File: src/rtl/fc_layer_stream.sv
`timescale 1ns/1ps
// fc_layer_stream
// Streaming fully-connected layer: y[n] = act(sat(sum_m W[n][m] * x[m])).
// A vector of M signed words is collected on the slave stream. The N outputs
// are then computed in N/P groups of P lanes. Each group runs M MAC cycles and
// one saturation cycle, then its P results are emitted in order on the master
// stream. Weights are a read-only table supplied through the packed parameter
// W_INIT, with W[n][m] held at bits [(n*M+m)*T +: T].
//
// Ports:
//   clk      clock
//   reset    asynchronous, active-high reset
//   s_valid  input word valid
//   s_ready  block can accept an input word (LOAD only)
//   data_in  signed input word x[m], m ascending
//   m_valid  output word valid
//   m_ready  downstream ready for output
//   data_out signed output word y[n], n ascending
module fc_layer_stream #(
    parameter int T    = 16,
    parameter int M    = 4,
    parameter int N    = 8,
    parameter int P    = 2,
    parameter int RELU = 1,
    parameter logic [N*M*T-1:0] W_INIT = '0
) (
    input  logic         clk,
    input  logic         reset,
    input  logic         s_valid,
    input  logic         m_ready,
    input  logic [T-1:0] data_in,
    output logic         m_valid,
    output logic         s_ready,
    output logic [T-1:0] data_out
);

    // Accumulator is wide enough to hold M full-precision products without overflow.
    localparam int AW = 2 * T + $clog2(M);
    localparam int G  = N / P;
    localparam int CW = (M > 1) ? $clog2(M) : 1;
    localparam int GW = (G > 1) ? $clog2(G) : 1;
    localparam int EW = (P > 1) ? $clog2(P) : 1;
    localparam logic signed [AW-1:0] SAT_MAX = AW'({1'b0, {(T-1){1'b1}}});
    localparam logic signed [AW-1:0] SAT_MIN = ~SAT_MAX;

    if ((N % P) != 0) begin : g_bad_lanes
        $error("fc_layer_stream: N must be a multiple of P");
    end

    typedef enum logic [1:0] {LOAD, MAC, SAT, EMIT} state_t;

    state_t state, state_next;

    logic [CW-1:0] cnt;
    logic [CW-1:0] k;
    logic [GW-1:0] g;
    logic [EW-1:0] e;

    logic signed [T-1:0]    x_mem   [M];
    logic signed [AW-1:0]   acc     [P];
    logic signed [T-1:0]    out_buf [P];
    logic signed [T-1:0]    w_lane  [P];
    logic signed [2*T-1:0]  prod    [P];
    logic signed [T-1:0]    sat_val [P];

    logic accept;
    logic last_in;
    logic last_k;
    logic last_e;
    logic last_g;
    logic out_xfer;

    // s_ready is also held low while reset is asserted, so the first
    // acceptance can only happen after reset is released.
    assign s_ready  = (state == LOAD) && !reset;
    assign accept   = s_valid && s_ready;
    assign last_in  = (cnt == CW'(M - 1));
    assign last_k   = (k == CW'(M - 1));
    assign last_e   = (e == EW'(P - 1));
    assign last_g   = (g == GW'(G - 1));
    assign out_xfer = m_valid && m_ready;

    always_ff @(posedge clk or posedge reset) begin
        if (reset) begin
            state <= LOAD;
        end else begin
            state <= state_next;
        end
    end

    always_comb begin
        state_next = state;
        case (state)
            LOAD: if (accept && last_in) state_next = MAC;
            MAC:  if (last_k) state_next = SAT;
            SAT:  state_next = EMIT;
            EMIT: if (out_xfer && last_e) state_next = last_g ? LOAD : MAC;
            default: state_next = LOAD;
        endcase
    end

    // Lane p of group g works on output row g*P+p; the weight is picked
    // combinationally from the table for the current input index k.
    always_comb begin
        for (int p = 0; p < P; p++) begin
            w_lane[p] = W_INIT[(((int'(g) * P) + p) * M + int'(k)) * T +: T];
            prod[p]   = (2*T)'(x_mem[k]) * (2*T)'(w_lane[p]);
        end
    end

    // Clip to the T-bit signed range first, then optionally zero negatives.
    always_comb begin
        for (int p = 0; p < P; p++) begin
            if (acc[p] > SAT_MAX) begin
                sat_val[p] = SAT_MAX[T-1:0];
            end else if (acc[p] < SAT_MIN) begin
                sat_val[p] = SAT_MIN[T-1:0];
            end else begin
                sat_val[p] = acc[p][T-1:0];
            end
            if ((RELU != 0) && sat_val[p][T-1]) begin
                sat_val[p] = '0;
            end
        end
    end

    // Datapath. In EMIT the first cycle only loads data_out/m_valid from the
    // result buffer; later buffer entries are loaded as each word is taken.
    always_ff @(posedge clk or posedge reset) begin
        if (reset) begin
            cnt      <= '0;
            k        <= '0;
            g        <= '0;
            e        <= '0;
            m_valid  <= 1'b0;
            data_out <= '0;
            for (int i = 0; i < M; i++) begin
                x_mem[i] <= '0;
            end
            for (int p = 0; p < P; p++) begin
                acc[p]     <= '0;
                out_buf[p] <= '0;
            end
        end else begin
            case (state)
                LOAD: begin
                    if (accept) begin
                        x_mem[cnt] <= data_in;
                        if (last_in) begin
                            cnt <= '0;
                            k   <= '0;
                            g   <= '0;
                            for (int p = 0; p < P; p++) begin
                                acc[p] <= '0;
                            end
                        end else begin
                            cnt <= cnt + 1'b1;
                        end
                    end
                end
                MAC: begin
                    for (int p = 0; p < P; p++) begin
                        acc[p] <= acc[p] + AW'(prod[p]);
                    end
                    k <= last_k ? '0 : k + 1'b1;
                end
                SAT: begin
                    for (int p = 0; p < P; p++) begin
                        out_buf[p] <= sat_val[p];
                    end
                    e <= '0;
                end
                EMIT: begin
                    if (!m_valid) begin
                        m_valid  <= 1'b1;
                        data_out <= out_buf[e];
                    end else if (m_ready) begin
                        if (last_e) begin
                            m_valid <= 1'b0;
                            e       <= '0;
                            if (last_g) begin
                                g <= '0;
                            end else begin
                                g <= g + 1'b1;
                                k <= '0;
                                for (int p = 0; p < P; p++) begin
                                    acc[p] <= '0;
                                end
                            end
                        end else begin
                            e        <= e + 1'b1;
                            data_out <= out_buf[e + 1'b1];
                        end
                    end
                end
                default: ;
            endcase
        end
    end

endmodule

File: config.mk
export PLATFORM = sky130hd
export DESIGN_NAME = fc_layer_stream
export DESIGN_NICKNAME = d
export VERILOG_FILES = /design/src/rtl/fc_layer_stream.sv
export SDC_FILE = /design/constraint.sdc
export NUM_CORES = 1
export LEC_CHECK = 0
export CORE_UTILIZATION = 43
export DETAILED_ROUTE_END_ITERATION = 16
export GPL_TIMING_DRIVEN = 0
export HOLD_SLACK_MARGIN = 0.02
export PLACE_DENSITY = 0.84
export SLEW_MARGIN = 20
export SYNTH_ARGS = -nofsm -noshare
export SYNTH_HDL_FRONTEND = slang
export SYNTH_SLANG_ARGS = --single-unit
File: constraint.sdc
create_clock -name clk -period 3.5 [get_ports clk]
set_input_delay 0.7 -clock clk [delete_from_list [all_inputs] [get_ports clk]]
set_output_delay 0.7 -clock clk [all_outputs]
set_load 0.005 [all_outputs]
==> results.yml <==
route:
  first_iter_violations: 12
  drc_errors: 0
  postRouteAntennaNets: 0
  drt_wl_total_um: 1380
  routedWlPerCell_um: 10.5
  num_vias: 635
  drt_pass1_iterations: 6
  viasPerCell: 4.81
setup_path:
  cp_data_required_time_ns: 2.80
  worstSetupPathType: "primary input to output port"
  end_kind: "output port"
  path_max_fanout: 3
  crit_chain: "clkdlybuf4s50_1, nor2_1, clkdlybuf4s50_1"
  slowest_stage: "clkdlybuf4s50_1"
  worstPathArrival_ns: 1.80
  max_stage_delay_ns: 0.51
  path_common_cell: "clkdlybuf4s50_1"
  startpoint_type: "primary input"
  ff2ff_path_depth: 5
cts:
  path_clk_slew_ns: 0.07
  cts_buffer_depth: 2
  ctsResizeCount: 0
  cts_root_buf: "clkbuf_4"
  clock_latency_ns: 0.27
  cts_hold_buf: 0
  cts.sink_count: 11
  cts_max_level: 1
  cts_tree: "yes"
  numCtsBuffers: 3
  cts_setup_buffers: 0
timing:
  finalHoldViolCount: 0
  setup_viol: 0
  holdWs_ns: 0.531
  setup_tns_ns: 0
  rsz0062_at_grt: "no"
  finalCritPeriodShare_pct: 71.4
  skew_ns: 0.00353
  relSlewSlack_pct: 65.8
  drv_slew: 0
  fin_crit_ns: 2.50
  worstMarginPinSlew_ns: 0.513
  fmax_ghz: 0.400
logic_synthesis:
  ys_types: 30
  synthesis.instances: 83
  yosysWarnings: 0
  syn_area_per_cell_um2: 9.48
  synth_nets: 111
  seq_area_frac_synth_pct: 35.0
  netlist_area_um2: 787
  synth-seq-cells: 11
cells_and_area:
  drive_gt1_share_pct: 22.4
  final_area_um2: 1040
  nets: 136
  final_cell_mix: "clkdlybuf4s50_1 (20), buf_4 (15), dfrtp_1 (11)"
  area_growth_pct: 32.8
  diodes: 0
  ff_latch_area_um2: 275
  num-fill-cells: 164
  final_common_cell: "clkdlybuf4s50_1"
  multi_input_area_um2: 369
placed_design:
  port_buffers: 20
  gp_congestion: 0.711
  hpwl_um: 1110
  dpl_cell_area_um2: 1020
power_and_ir_drop:
  peakVddDrop_mv: 0.403
  p_per_area_nw_per_um2: 579
  p_leak_nw: 0.502
die:
  core-area_um2: 1730
  die_area_um2: 2010
  rows: 15
  initial_core_util_pct: 45.6
  fp.dieH_um: 44.8
  die_w_um: 44.8
  io_pins: 38
min_path:
  whs_path_depth: 2
  hp-class: "flip-flop to flip-flop"
grt:
  grt_antenna_before_repair: 0
  grt_max_degree: 17
  grt_pass1_vias: 561
  grtUsageTotal_pct: 15.6
  grt_pass1_wl_um: 2260
  grt_overflow: 0
job:
  cap_violations: 0
run_status:
  status: "finished, final reports clean"
==> worst max-delay path: cells and delay by family <==
kind,cells,cell delay [ns]
AND/OR/NAND/NOR,1,0.15
buffers and inverters,2,0.95
==> sequential cells by signal, summed over array words and instances (netlist names) <==
name and cells:
cnt 2, state 2, e 1, data_out 1
g 2, m_valid 1, k 2
==> power breakdown <==
part	total, W	internal, W	switching (W)
clock network	0.0000882	0.0000441	0.0000440
logic	0.000298	0.000143	0.000155
registers	0.000218	0.000177	0.0000415
total	0.000604	0.000364	0.000241
==> final timing paths <==
kind                                from        to  slack (ns)
worst max-delay path               reset   s_ready        1.00
worst min-delay path                k[1]      k[1]        0.53
worst max register to register  state[0]  state[0]        1.82
worst min register to register      k[1]      k[1]        0.53
max in group asynchronous          reset    cnt[0]        2.41
min in group asynchronous          reset    cnt[1]        0.78
==> cells in the mapped netlist <==
| library cell | instances | share of area, % |
|---|---|---|
| nor3_2 | 1 | 1.3 |
| o21a_1 | 1 | 0.95 |
| o21ai_1 | 1 | 0.64 |
| or4_1 | 1 | 0.95 |
| mux2_2 | 3 | 4.3 |
| and3_2 | 1 | 0.95 |
| nor3b_1 | 2 | 1.9 |
| xnor2_1 | 1 | 1.1 |
| nand3b_1 | 1 | 0.95 |
| o21ai_0 | 3 | 1.9 |
| nand3_2 | 1 | 1.3 |
| clkbuf_1 | 1 | 0.48 |
| buf_4 | 15 | 14 |
| a222oi_1 | 1 | 1.3 |
| inv_1 | 7 | 3.3 |
| nor2_1 | 4 | 1.9 |
| o211ai_1 | 1 | 0.95 |
| nand2_1 | 5 | 2.4 |
| a21o_1 | 1 | 0.95 |
| nand4b_1 | 1 | 1.1 |
| ha_1 | 8 | 13 |
| nand2b_1 | 1 | 0.80 |
| mux2i_1 | 1 | 1.3 |
| and2_1 | 1 | 0.80 |
| conb_1 | 1 | 0.48 |
| a21boi_0 | 1 | 0.95 |
| nand3_1 | 4 | 2.5 |
| a21oi_1 | 2 | 1.3 |
| dfrtp_1 | 11 | 35 |
| and4b_1 | 1 | 1.3 |
==> cell families after synthesis <==
family	Yosys count	synth area share, %
DFF	11	35.0
buffers and inverters	23	18.1
AOI/OAI and AO/OA	11	8.90
other	1	0.476
xor gates and xnor gates	1	1.11
muxes	4	5.56
and+or+nand+nor	24	18.1
adders and majority gates	8	12.7
==> metal layers <==
| metal | wire length (um) | part of all wire (%) | vias up | global-route usage, % |
|---|---|---|---|---|
| met5 | 0 | 0 | - | 0 |
| met4 | 9 | 0.65 | 0 | 9.09 |
| met3 | 84 | 6.1 | 2 | 2.80 |
| met2 | 729 | 53 | 23 | 27.4 |
| met1 | 558 | 40 | 295 | 17.8 |
| li1 | - | - | 315 | - |
==> final cells by class <==
cell class	count	share of cell area (%)
Multi-Input combinational cell	49	35.3
Sequential cell	11	26.3
Timing Repair Buffer	20	19.2
Buffer	16	11.1
Tap cell	25	2.99
Clock buffer	4	2.51
Inverter	7	2.51
==> stage by stage <==
step	cells	total power [W]	setup WS (ns)	utilization [%]
CTS	132	0.000613	0.984	60.5
global placement	128	0.000495	1.02	59.0
finish	132	0.000604	1.00	60.5
floorplan	83	0.000445	1.82	-
global route	132	0.000663	0.891	60.5
detailed placement	128	0.000522	0.983	59.0
Note: power is estimated with default switching activity, not from simulation.
